--- src/rtl/gpu_pixel_arbiter_pkg.sv ---
`default_nettype none
// ============================================================================
// Module   : gpu_pixel_arbiter_pkg
// Brief    : Shared constants and types for the GPU pixel write-port arbiter
//            (requester indices, flush FSM encoding, pointer width helper).
// Revision : 1.0 - initial release
// ============================================================================
package gpu_pixel_arbiter_pkg;

    // Requester slot assignment on the shared pixel port
    localparam int REQ_LINE   = 0;
    localparam int REQ_FILL   = 1;
    localparam int REQ_ARC    = 2;
    localparam int REQ_CIRCLE = 3;

    // Default screen coordinate widths (1024 x 512 framebuffer)
    localparam int DEF_XBITS  = 10;
    localparam int DEF_YBITS  = 9;

    // Flush sequencer states
    typedef enum logic [1:0] {
        ST_RUN   = 2'd0,
        ST_DRAIN = 2'd1,
        ST_PULSE = 2'd2
    } flush_state_e;

    // Width of an index into NREQ requesters (at least one bit)
    function automatic int ptr_bits(input int n);
        return (n > 1) ? $clog2(n) : 1;
    endfunction

endpackage
`default_nettype wire

--- src/rtl/gpu_rr_arbiter.sv ---
`default_nettype none
// ============================================================================
// Module   : gpu_rr_arbiter
// Brief    : Combinational round-robin grant. Searches req starting one slot
//            after ptr (wrapping) and returns a one-hot grant, or zero when
//            en is low or nothing is requesting.
// Revision : 1.0 - initial release
// ============================================================================
module gpu_rr_arbiter
    import gpu_pixel_arbiter_pkg::*;
#(
    parameter int NREQ = 4
) (
    input  logic [NREQ-1:0]           req_i,
    input  logic [ptr_bits(NREQ)-1:0] ptr_i,
    input  logic                      en_i,
    output logic [NREQ-1:0]           grant_o
);

    localparam int PW = ptr_bits(NREQ);

    logic          found;
    logic [PW-1:0] idx;

    // First requester after the last winner, wrapping modulo NREQ
    always_comb begin
        grant_o = '0;
        found   = 1'b0;
        idx     = '0;
        for (int k = 1; k <= NREQ; k++) begin
            idx = PW'((int'(ptr_i) + k) % NREQ);
            if (en_i && !found && req_i[idx]) begin
                grant_o[idx] = 1'b1;
                found        = 1'b1;
            end
        end
    end

endmodule
`default_nettype wire

--- src/rtl/gpu_pixel_arbiter.sv ---
`default_nettype none
// ============================================================================
// Module   : gpu_pixel_arbiter
// Brief    : Shares the memcontroller pixel write port between the draw
//            engines with round-robin valid/ready arbitration, a single
//            registered output stage and a drain-then-pulse flush sequencer.
// Revision : 1.0 - initial release
// ============================================================================
module gpu_pixel_arbiter
    import gpu_pixel_arbiter_pkg::*;
#(
    parameter int NREQ  = 4,
    parameter int XBITS = DEF_XBITS,
    parameter int YBITS = DEF_YBITS
) (
    input  logic                  clk,
    input  logic                  n_rst,
    input  logic [NREQ-1:0]       req_valid_i,
    input  logic [NREQ*XBITS-1:0] req_x_i,
    input  logic [NREQ*YBITS-1:0] req_y_i,
    output logic [NREQ-1:0]       req_ready_o,
    output logic                  pix_valid_o,
    output logic [XBITS-1:0]      pix_x_o,
    output logic [YBITS-1:0]      pix_y_o,
    output logic [1:0]            pix_src_o,
    input  logic                  pix_ready_i,
    input  logic                  flush_req_i,
    output logic                  flush_o,
    output logic                  flush_ack_o,
    output logic                  idle_o
);

    localparam int PW = ptr_bits(NREQ);

    flush_state_e     state_q, state_d;
    logic             flush_q, flush_d;
    logic [PW-1:0]    ptr_q, ptr_d;
    logic             pix_valid_q, pix_valid_d;
    logic [XBITS-1:0] pix_x_q, pix_x_d;
    logic [YBITS-1:0] pix_y_q, pix_y_d;
    logic [1:0]       pix_src_q, pix_src_d;

    logic             load;
    logic [NREQ-1:0]  grant;
    logic             grant_any;
    logic [PW-1:0]    grant_idx;
    logic [XBITS-1:0] sel_x;
    logic [YBITS-1:0] sel_y;

    // Output stage can take a new pixel when empty or being consumed, and only outside a flush
    assign load = (!pix_valid_q || pix_ready_i) && (state_q == ST_RUN);

    gpu_rr_arbiter #(
        .NREQ    (NREQ)
    ) u_rr (
        .req_i   (req_valid_i),
        .ptr_i   (ptr_q),
        .en_i    (load),
        .grant_o (grant)
    );

    assign req_ready_o = grant;
    assign grant_any   = |grant;

    // Encode the one-hot grant and select the winning coordinates
    always_comb begin
        grant_idx = '0;
        sel_x     = '0;
        sel_y     = '0;
        for (int i = 0; i < NREQ; i++) begin
            if (grant[i]) begin
                grant_idx = PW'(i);
                sel_x     = req_x_i[i*XBITS +: XBITS];
                sel_y     = req_y_i[i*YBITS +: YBITS];
            end
        end
    end

    // Output register: load on transfer, clear valid on consumption, otherwise hold
    always_comb begin
        pix_valid_d = pix_valid_q;
        pix_x_d     = pix_x_q;
        pix_y_d     = pix_y_q;
        pix_src_d   = pix_src_q;
        ptr_d       = ptr_q;
        if (grant_any) begin
            pix_valid_d = 1'b1;
            pix_x_d     = sel_x;
            pix_y_d     = sel_y;
            pix_src_d   = 2'(grant_idx);
            ptr_d       = grant_idx;
        end else if (pix_valid_q && pix_ready_i) begin
            pix_valid_d = 1'b0;
        end
    end

    // Flush sequencer: extra requests while draining or pulsing are absorbed
    always_comb begin
        state_d = state_q;
        flush_d = 1'b0;
        case (state_q)
            ST_RUN: begin
                if (flush_req_i) begin
                    state_d = ST_DRAIN;
                end
            end
            ST_DRAIN: begin
                if (!pix_valid_q || pix_ready_i) begin
                    state_d = ST_PULSE;
                    flush_d = 1'b1;
                end
            end
            ST_PULSE: begin
                state_d = ST_RUN;
            end
            default: begin
                state_d = ST_RUN;
            end
        endcase
    end

    // State and output registers; reset favours requester 0 first
    always_ff @(posedge clk or negedge n_rst) begin
        if (!n_rst) begin
            state_q     <= ST_RUN;
            flush_q     <= 1'b0;
            ptr_q       <= PW'(NREQ - 1);
            pix_valid_q <= 1'b0;
            pix_x_q     <= '0;
            pix_y_q     <= '0;
            pix_src_q   <= '0;
        end else begin
            state_q     <= state_d;
            flush_q     <= flush_d;
            ptr_q       <= ptr_d;
            pix_valid_q <= pix_valid_d;
            pix_x_q     <= pix_x_d;
            pix_y_q     <= pix_y_d;
            pix_src_q   <= pix_src_d;
        end
    end

    assign pix_valid_o = pix_valid_q;
    assign pix_x_o     = pix_x_q;
    assign pix_y_o     = pix_y_q;
    assign pix_src_o   = pix_src_q;
    assign flush_o     = flush_q;
    assign flush_ack_o = flush_q;
    assign idle_o      = !pix_valid_q && (state_q == ST_RUN) && !(|req_valid_i);

endmodule
`default_nettype wire

--- config.mk ---
export PLATFORM = sky130hd
export DESIGN_NAME = gpu_pixel_arbiter
export DESIGN_NICKNAME = d
export VERILOG_FILES = /design/src/rtl/gpu_pixel_arbiter_pkg.sv /design/src/rtl/gpu_rr_arbiter.sv /design/src/rtl/gpu_pixel_arbiter.sv
export SDC_FILE = /design/constraint.sdc
export NUM_CORES = 1
export LEC_CHECK = 0
export ABC_AREA = 1
export CAP_MARGIN = 25
export CORE_MARGIN = 2
export CORE_UTILIZATION = 42
export CTS_CLUSTER_SIZE = 40
export DETAILED_ROUTE_END_ITERATION = 8
export PLACE_DENSITY = 0.87
export REMOVE_ABC_BUFFERS = 1
export SLEW_MARGIN = 15
export SYNTH_ARGS = -nofsm -noshare
export SYNTH_HDL_FRONTEND = slang
export SYNTH_HIERARCHICAL = 1
export SYNTH_SLANG_ARGS = --single-unit
--- constraint.sdc ---
create_clock -name clk -period 7.4 [get_ports clk]
set_clock_uncertainty 0.2 [all_clocks]
set_input_delay 1.11 -clock clk [delete_from_list [all_inputs] [get_ports clk]]
set_output_delay 1.11 -clock clk [all_outputs]
set_load 0.1 [all_outputs]
Word level (Yosys, flattened, before mapping)

Index checks and enable logic that the tools add are counted.

Flip-flop bits (word level): 27
Bits in latches: 0
RAM bits: 0
ROM bits: 0
Input port bits: 84
Output and inout bits: 29
Word-level logic and storage cells: 92
Memories kept: 0

Add/sub/neg operators: 4
Multipliers: 0
Div/mod/pow operators: 0
Magnitude comparators: 8
Eq/ne operators: 3
Shift operators: 0
Multiplexer cells: 41
Bitwise gates (word level): 3
Reduce and logical (&&, ||, !) cells: 26

Operators by type and width:

| cell                                                | number |
|---|---|
| 2-to-1 mux 10 bit                                   | 4 |
| 2-to-1 mux 9 bit                                    | 4 |
| 2-to-1 mux 1 bit                                    | 16 |
| 2-to-1 mux 4 bit                                    | 4 |
| logical AND 1 bit                                   | 15 |
| < comparator 2 x 3 -> 1 bit, second input constant  | 4 |
| bitwise OR 4 bit                                    | 3 |
| binary-select mux 1 bit (select 2 bit)              | 4 |
| demux 1 bit (select 2 bit)                          | 4 |
| >= comparator 2 x 1 -> 1 bit, second input constant | 4 |
| 2-to-1 mux 2 bit                                    | 4 |
| OR reduction 4 bit                                  | 2 |
| zero test 1 bit                                     | 5 |
| adder 2 x 1 -> 2 bit, second input constant         | 2 |
| adder 2 bit, second input constant                  | 2 |
| != test 2 bit, second input constant                | 2 |
| one-hot mux 2 bit (2 select lines)                  | 1 |
| equality test 2 x 1 -> 1 bit, second input constant | 1 |
| zero test 2 bit                                     | 1 |
| AND reduction 2 bit                                 | 1 |
| nonzero test 2 bit                                  | 1 |
| logical OR 1 bit                                    | 1 |

Longest topological paths before layout

Gate-level depths: netlist (run 1).

Depth after elaboration: 21
Depth in mapped cells: 16
Gate-level depth less buffers: 15

Hierarchy

The synthesis (run 1) kept the hierarchy.

By module, submodules not included:

| module            | instances | cells each | area an instance (um^2) | seq. area each (um^2) |
|---|---|---|---|---|
| gpu_pixel_arbiter | 1         | 229        | 1,590.3                 | 678.2 |
| gpu_rr_arbiter    | 1         | 66         | 415.4                   | 0.0 |

Least setup slack after synthesis (run 1)

No wires, ideal clock.

Path kind: input-to-output
From: input req_valid_i[3]
To: output idle_o
Data arrival time: 4.069 ns
Data required time: 6.090 ns
Slack: 2.021 ns
Stages: 1
Path buffers: 0
Path through: nor4_1

Longest elaborated chain between the ends: 3

Ends and longest elaborated chain:

| element            | RTL line                 | source |
|---|---|---|
| start, declared    | gpu_pixel_arbiter.sv:18  | `input logic [NREQ-1:0] req_valid_i,` |
| OR reduction 4 bit | gpu_pixel_arbiter.sv:149 | `assign idle_o = !pix_valid_q && (state_q == ST_RUN) && !(\|req_valid_i);` |
| zero test 1 bit    | gpu_pixel_arbiter.sv:149 |  |
| logical AND 1 bit  | gpu_pixel_arbiter.sv:149 |  |
| end, declared      | gpu_pixel_arbiter.sv:30  | `output logic idle_o` |

Every way passes these cells.

Worst setup path after layout (run 1)

From: input pix_ready_i
To: output req_ready_o[1]

Longest elaborated chain between the ends: 16
Elaborated cells between the ends (all ways): 22
Those cells by class: mux (7); bitwise (3); reduce/logical (12)

Ends and longest elaborated chain:

| element                        | RTL line                | source |
|---|---|---|
| start, declared                | gpu_pixel_arbiter.sv:26 | `input logic pix_ready_i,` |
| logical OR 1 bit (*)           | gpu_pixel_arbiter.sv:51 | `assign load = (!pix_valid_q \|\| pix_ready_i) && (state_q == ST_RUN);` |
| logical AND 1 bit (*)          | gpu_pixel_arbiter.sv:51 |  |
| via load                       | gpu_pixel_arbiter.sv:43 | `logic load;` |
| logical AND 1 bit              | gpu_rr_arbiter.sv:32    | `if (en_i && !found && req_i[idx]) begin` |
| 2-to-1 mux 1 bit               | gpu_rr_arbiter.sv:32    |  |
| zero test 1 bit                | gpu_rr_arbiter.sv:32    |  |
| logical AND 1 bit (2 in a row) | gpu_rr_arbiter.sv:32    |  |
| 2-to-1 mux 1 bit               | gpu_rr_arbiter.sv:32    |  |
| zero test 1 bit                | gpu_rr_arbiter.sv:32    |  |
| logical AND 1 bit (2 in a row) | gpu_rr_arbiter.sv:32    |  |
| 2-to-1 mux 1 bit               | gpu_rr_arbiter.sv:32    |  |
| zero test 1 bit                | gpu_rr_arbiter.sv:32    |  |
| logical AND 1 bit (2 in a row) | gpu_rr_arbiter.sv:32    |  |
| 2-to-1 mux 4 bit (*)           | gpu_rr_arbiter.sv:32    |  |
| end, declared                  | gpu_pixel_arbiter.sv:21 | `output logic [NREQ-1:0] req_ready_o,` |

Mark *: on every way through the listed nets, which the timed path passes. The rest lies on a longest branch.

==> flow_summary.yaml, run 1 <==
setup_path:
  crit_family: "buffers and inverters"
  slowest_stage: "clkdlybuf4s50_1"
  critPathMaxFanout: 23
  crit_type: "in -> out"
  worstPathRequired_ns: 6.09
  cp.arrival_ns: 4.50
  worstRegToRegCells: 15
  worstSetupPathDepth: 10
  path_buf_inv: 4
  cp_cell_sequence: "clkdlybuf4s50_1 -> nor2_1 -> nor3_1 -> inv_1 -> nor2_1 -> nand2_1 -> nand2_1 -> inv_1 -> nand3_1 -> clkdlybuf4s50_1"
  crit_path_max_incr_delay_ns: 1.29
  start_kind: "input port"
  end_kind: "output port"
routing:
  avgViaCountPerCell: 5.16
  detail_route.wl_per_cell_um: 14.1
  routed_wirelength_mm: 6.39
  first_iter_violations: 123
  drc: 0
  dr.pass1.iters: 4
  vias: 2337
  ant_nets: 0
synthesis:
  synth_edf_count: 0
  synth_flop_cell: "dfrtp_1"
  synth_seq_cells: 27
  syn-cell-area_um2: 2010
  synthCells: 295
  syn_area_per_cell_um2: 6.80
  ys_warn_count: 6
  ys_seq_area_share_pct: 33.8
  synth_cell_types: 24
  synthArstFlopShare_pct: 100
final_layout:
  drive_gt1_share_pct: 7.77
  fin_nets: 491
  fill_cells: 411
  final_cell_mix: "nand2_1, clkdlybuf4s50_1, nand3_1"
  multi_input_area_um2: 1170
  antenna_cells: 0
  final_common_cell: "nand2_1"
  ff_latch_area_um2: 678
  area_delta_synth_final_pct: 57.6
grt:
  grt_usage_pct: 24.4
  grt_max_degree: 28
  antenna_found_initial: 0
  grt_pass1_wl_mm: 10.4
  grt_overflow: 0
  grt_pass1_vias: 2305
cts:
  clock_sinks: 27
  cts_buffers: 3
  clk_latency_ns: 0.28
  cts_buffer_depth: 2
  clk_pin_slew_ns: 0.10
  postCtsHoldBufs: 0
  cts_root_buffer: "clkbuf_8"
  htreeDepth: 1
  cts_tree: "done"
  cts_setup_buffers: 0
  cts_resized: 0
sta:
  grt_setup_unrepaired: "false"
  max_clock_freq_ghz: 0.172
  slew_viol_final: 0
  setup_tns_ns: 0
  hold_viol: 0
  holdWs_ns: 0.304
  setup_viol: 0
  layout_setup_ws_ns: 1.59
  tightest_slew_ns: 1.00
  period_needed_ns: 5.81
  period_share_pct: 78.5
  slew_headroom_pct: 32.9
worst_hold_path:
  holdPathStages: 2
  holdCritPathClass: "reg -> reg"
floorplan:
  start_util_pct: 43.0
  io_pins: 113
  core_area_um2: 4660
  die-area_um2: 5340
  die_x_um: 73.1
  rows: 25
  chipHeight_um: 73.1
placed_design:
  routabilityCongestion: 0.914
  io_buffers: 112
  place_ws_ns: 1.62
  dp_hpwl_mm: 4.87
status:
  outcome: "completed"
flow_run:
  drv_cap: 0
[through the flow]
| stage | utilization [%] | cells | area, µm² |
|---|---|---|---|
| floorplan | - | 281 | 1910 |
| CTS | 67.8 | 453 | 3160 |
| global placement | 66.8 | 449 | 3110 |
| detailed placement | 66.8 | 449 | 3110 |
| global route | 67.8 | 453 | 3160 |
| finish | 67.8 | 453 | 3160 |
[synth_stat cells (2+ instances only)]
master | n | area [µm²]
nand2_1 | 141 | 529
nand3_1 | 36 | 180
dfrtp_1 | 25 | 626
nand4_1 | 22 | 138
inv_1 | 11 | 41.3
ha_1 | 7 | 87.6
nor2_1 | 7 | 26.3
buf_2 | 6 | 30.0
inv_2 | 6 | 22.5
nand2_2 | 5 | 31.3
buf_4 | 4 | 30.0
nand3_2 | 4 | 40.0
buf_6 | 3 | 33.8
nor3_1 | 3 | 15.0
a21oi_1 | 2 | 10.0
dfstp_2 | 2 | 52.6
nand2_4 | 2 | 22.5
nor2_2 | 2 | 12.5
nor2_8 | 2 | 40.0
[cells by family after synthesis]
group / Yosys count / share of synthesized area, %
buf+inv: 31 / 8.05
flops: 27 / 33.8
simple gates: 227 / 52.9
compound gates: 3 / 0.874
fa+ha+maj: 7 / 4.37
[final timing paths]
path	from	to	slack (ns)
hold / removal	pix_src_o[1]	pix_src_o[1]	0.30
max in group asynchronous	n_rst	ptr_q[1]	5.68
setup / recovery	pix_ready_i	req_ready_o[1]	1.59
hold reg to reg	pix_src_o[1]	pix_src_o[1]	0.30
min in group asynchronous	n_rst	pix_x_o[7]	1.00
setup reg to reg	ptr_q[0]	pix_y_o[2]	3.54
[layer usage]
layer	vias up	GRT usage (%)	wire length [µm]
li1	1160	-	-
met1	1065	30.1	2650
met2	93	43.0	3160
met3	19	3.18	360
met4	0	8.85	216
met5	-	0	0
[worst register-to-register path: stages, from the launching register on]
cell	delay (ns)
dfstp_2	0.66
inv_2	0.13
ha_1	0.36
inv_1	0.10
nand3_2	0.10
nand2_4	0.11
nor2_1	0.09
nand2_1	0.06
nand2_1	0.05
inv_1	0.05
nand3_1	0.60
inv_2	0.61
nand2_2	0.17
nor2_8	0.29
nand2_1	0.10
nand4_1	0.12
[flip-flops by register name, summed over array words and instances, names as in the netlist]
name,flops
flush_ack_o,1
pix_src_o,2
pix_valid_o,1
pix_x_o,10
pix_y_o,9
ptr_q,2
state_q,2
[cell type report]
cell class,count,share of cell area (%)
clock buffers,3,1.31
clock inverters,1,0.238
inverters,17,2.02
multi-input cells,237,36.9
flip-flops and latches,27,21.5
well taps,54,2.14
repair buffers,114,35.9
Power of run 1 is not shown: default switching activity piles up to over one toggle a cycle in this logic, so the estimate is an artifact.
==> inputs of run 2 (changes only) <==
- CORE_UTILIZATION: 42 -> 35
- PLACE_DENSITY: 0.87 -> 0.77
- clock period: 7.4 -> 5.1 ns (I/O delays scaled with it)
==> run 2 against run 1 <==
  * Worst setup slack lost 0.50 ns
  * Count of clock-buffer cells in the layout is the same
  * Global-route usage shrank 5.3 points
  * Highest routed layer unchanged
  * Sequential share of layout area shrank 0.25 points
  * Design area grew 1.2%
  * Hold slack lost 0.0060 ns
  * First-iteration DRC count grew 8.9%
  * Routed wire length grew 1.1%
  * Critical path type unchanged
  * Critical endpoint is now req_ready_o[3]
  * Die area grew 19%
==> flow_summary.yaml, run 2 (synthesized netlist as in run 1, its figures left out) <==
setup_path:
  worstRegToRegCells: 16
  crit_type: "in -> out"
  slowest_stage: "clkdlybuf4s50_1"
  cp.arrival_ns: 3.05
  critPathMaxFanout: 13
  crit_path_max_incr_delay_ns: 0.45
  r2r-start: "ptr_q[0]"
  end_kind: "output port"
  timing.rr.end: "pix_y_o[2]"
  worstPathRequired_ns: 4.14
  cp_cell_sequence: "clkdlybuf4s50_1 -> nor2_1 -> nor3_1 -> inv_1 -> nor2_1 -> nand2_1 -> nand2_1 -> inv_1 -> nand3_1 -> buf_4 -> buf_12"
  start_kind: "input port"
  reg2reg_slack_ns: 1.48
cts:
  clock_sinks: 27
  htreeDepth: 1
  postCtsHoldBufs: 0
  cts_buffer_depth: 2
  cts_setup_buffers: 0
  cts_tree: "done"
  cts_root_buffer: "clkbuf_8"
  clk_pin_slew_ns: 0.10
  clk_latency_ns: 0.27
  cts_buffers: 3
  cts_resized: 0
floorplan:
  io_pins: 113
  rows: 27
  die-area_um2: 6350
  die_x_um: 79.7
  start_util_pct: 36.4
  chipHeight_um: 79.7
  core_area_um2: 5510
routing:
  drc: 0
  vias: 2294
  detail_route.wl_per_cell_um: 13.7
  routed_wirelength_mm: 6.46
  first_iter_violations: 134
  avgViaCountPerCell: 4.85
  ant_nets: 0
  dr.pass1.iters: 4
final_layout:
  largest_reg_flops: 10
  drive_gt1_share_pct: 9.23
  area_delta_synth_final_pct: 59.5
  antenna_cells: 0
  post-route-util_pct: 58.1
  fin_nets: 493
  fin_area_um2: 3200
  final_common_cell: "nand2_1"
  final_cell_mix: "nand2_1, clkdlybuf4s50_1, nand3_1"
flow_run:
  drv_cap: 0
sta:
  grt_setup_unrepaired: "false"
  slew_headroom_pct: 33.2
  setup_viol: 0
  tightest_slew_ns: 0.999
  max_clock_freq_ghz: 0.249
  hold_viol: 0
  setup_tns_ns: 0
  period_needed_ns: 4.01
  period_share_pct: 78.7
  slew_viol_final: 0
placed_design:
  placed_area_um2: 3150
  io_buffers: 112
  routabilityCongestion: 0.942
  dp_hpwl_mm: 4.83
worst_hold_path:
  worstHoldStart: "pix_src_o[1]"
  holdPathStages: 2
  holdCritPathClass: "reg -> reg"
  worstHoldEndpoint: "pix_src_o[1]"
grt:
  grt_pass1_wl_mm: 9.72
  grt_usage_pct: 19.1
  grt_max_degree: 28
  grt_overflow: 0
  grt_pass1_vias: 2131
  antenna_found_initial: 0
status:
  outcome: "completed"
## run 2: cell types whose count changed in the layout (fill, tap and decap cells not counted)
cell | previous run | this run
buf_4 | 2 | 7
clkinv_2 | 0 | 1
buf_12 | 0 | 1
clkinvlp_4 | 1 | 0
clkdlybuf4s50_1 | 112 | 108
## run 2: worst max-delay path by stage
stage	from	endpoint	slack, ns	cells past startpoint
finish	pix_ready_i	req_ready_o[3]	1.09	11
global route	pix_ready_i	req_ready_o[3]	0.94	11
CTS	pix_ready_i	req_ready_o[3]	1.11	11
detailed placement	pix_ready_i	req_ready_o[3]	1.11	11
global placement	pix_ready_i	req_ready_o[3]	1.19	11
floorplan	pix_valid_o	idle_o	0.32	3
## run 2: cell type report
cell class | instances | area, µm²
well taps | 72 | 90.1
clock inverters | 1 | 5.00
inverters | 17 | 63.8
fillers | 546 | 2310
multi-input cells | 237 | 1170
repair buffers | 116 | 1150
flip-flops and latches | 27 | 678
clock buffers | 3 | 41.3
## run 2: worst max-delay path: cells and delay by family
kind | cells | cell delay, ns
buf+inv | 5 | 1.08
simple gates | 6 | 1.18
## run 2: metal layers
metal / vias to the layer above / track usage, % / share of wire, %
met5: - / 0 / 0
met4: 0 / 2.07 / 0.23
met3: 2 / 2.83 / 5.1
met2: 62 / 35.5 / 51
met1: 1063 / 23.9 / 44
li1: 1167 / - / -
## run 2: metrics by stage
step | instances | hold WS (ns) | worst slack [ns]
5_1_grt | 473 | 0.337 | 0.937
3_5_place_dp | 469 | 0.272 | 1.11
4_1_cts | 473 | 0.296 | 1.11
3_3_place_gp | 469 | 0.266 | 1.19
2_1_floorplan | 281 | 0.269 | 0.318
6_report | 473 | 0.298 | 1.09
Power of run 2 is left out for the same reason.
==> inputs of run 3 (changes only) <==
- clock period: 5.1 -> 3.6 ns (I/O delays scaled with it)
==> run 3 against run 2 <==
  * Cell count grew 0.63%
  * Non-clock buffer count up 3
  * Sequential cell count is the same
  * Design area grew 1.9%
  * Hold slack worse by 0.0057 ns
  * Worst setup slack lost 0.81 ns
==> flow_summary.yaml, run 3 (synthesized netlist as in run 1, its figures left out) <==
worst_hold_path:
  holdCritPathClass: "reg -> reg"
final_layout:
  ff_latch_area_um2: 678
  drive_gt1_share_pct: 10.1
  antenna_cells: 0
  fin_nets: 496
  post-route-util_pct: 59.2
  final_cell_mix: "nand2_1, clkdlybuf4s50_1, nand3_1"
  area_delta_synth_final_pct: 62.5
  multi_input_area_um2: 1170
  final_common_cell: "nand2_1"
  fill_cells: 521
  largest_reg_flops: 10
cts:
  postCtsHoldBufs: 0
  cts_buffers: 3
  cts_tree: "done"
  clock_sinks: 27
  htreeDepth: 1
  clk_latency_ns: 0.28
  cts_buffer_depth: 2
  cts_resized: 0
  cts_root_buffer: "clkbuf_8"
  cts_setup_buffers: 0
  clk_pin_slew_ns: 0.10
sta:
  setup_viol: 0
  period_needed_ns: 3.32
  max_clock_freq_ghz: 0.301
  grt_setup_unrepaired: "false"
  tightest_slew_ns: 1.00
  period_share_pct: 92.4
  hold_viol: 0
  slew_viol_final: 0
  slew_headroom_pct: 33.0
floorplan:
  die_x_um: 79.7
  start_util_pct: 36.4
  chipHeight_um: 79.7
  core_area_um2: 5510
  die-area_um2: 6350
  rows: 27
  io_pins: 113
grt:
  grt_usage_pct: 19.3
  grt_pass1_vias: 2108
  grt_overflow: 0
  grt_pass1_wl_mm: 9.78
  antenna_found_initial: 0
  grt_max_degree: 28
flow_run:
  drv_cap: 0
routing:
  first_iter_violations: 90
  avgViaCountPerCell: 4.90
  detail_route.wl_per_cell_um: 13.2
  ant_nets: 0
  drc: 0
  dr.pass1.iters: 4
  vias: 2334
  routed_wirelength_mm: 6.27
setup_path:
  end_kind: "output port"
  crit_family: "simple AND/OR/NAND/NOR gates"
  cp.arrival_ns: 2.58
  crit_type: "reg -> out"
  crit_path_max_incr_delay_ns: 0.64
  start_kind: "flop"
  critPathMaxFanout: 8
  worstPathRequired_ns: 2.86
  cpMostUsedCell: "inv_1"
  cp_cell_sequence: "inv_1 -> ha_1 -> inv_1 -> nand3_2 -> nand2_4 -> nor2_1 -> nand2_1 -> nand2_1 -> inv_1 -> nand3_1 -> buf_12"
  path_buf_inv: 4
  slowest_stage: "dfstp_2"
placed_design:
  routabilityCongestion: 0.831
  io_buffers: 112
  dp_hpwl_mm: 4.89
status:
  outcome: "completed"
[run 3: final timing paths]
kind                               from              to  slack (ns)  cells after the start
min in group asynchronous         n_rst      pix_y_o[7]        0.43                      2
setup reg to reg               ptr_q[1]      pix_x_o[1]        0.30                     15
hold / removal             pix_src_o[1]    pix_src_o[1]        0.29                      2
hold reg to reg            pix_src_o[1]    pix_src_o[1]        0.29                      2
setup / recovery               ptr_q[1]  req_ready_o[2]        0.28                     11
max in group asynchronous         n_rst        ptr_q[0]        2.46                      2
[run 3: area by class of cell]
cell class              instances  area share [%]
clock buffers                   3            1.27
clock inverters                 1           0.269
inverters                      17            1.96
multi-input cells             237            35.8
flip-flops and latches         27            20.8
well taps                      72            2.76
repair buffers                119            37.2
[run 3: through the flow]
step	hold WS, ns	std cells	worst slack (ns)	cell area (µm²)	setup TNS [ns]
final	0.293	476	0.275	3260	0
after global routing	0.339	476	0.00662	3260	0
after CTS	0.305	476	0.260	3260	0
after detailed placement	0.280	472	0.252	3210	0
after global placement	0.259	472	0.387	3210	0
after floorplan	0.0444	281	-0.957	1910	-12.91
[run 3: routing by layer]
metal  vias up  track usage [%]  part of all wire [%]
li1       1174                -                     -
met1      1084             23.1                    42
met2        74             35.7                    51
met3         2             4.30                   6.4
met4         0             2.59                  0.37
met5         -                0                     0
[run 3: worst reg2reg max path: cells and delay by family (launching register included)]
kind	cells	cell delay, ns
DFF	1	0.64
and+or+nand+nor	10	1.32
adders and majority gates	1	0.35
buffers and inverters	4	0.73
Power of run 3 is left out for the same reason.
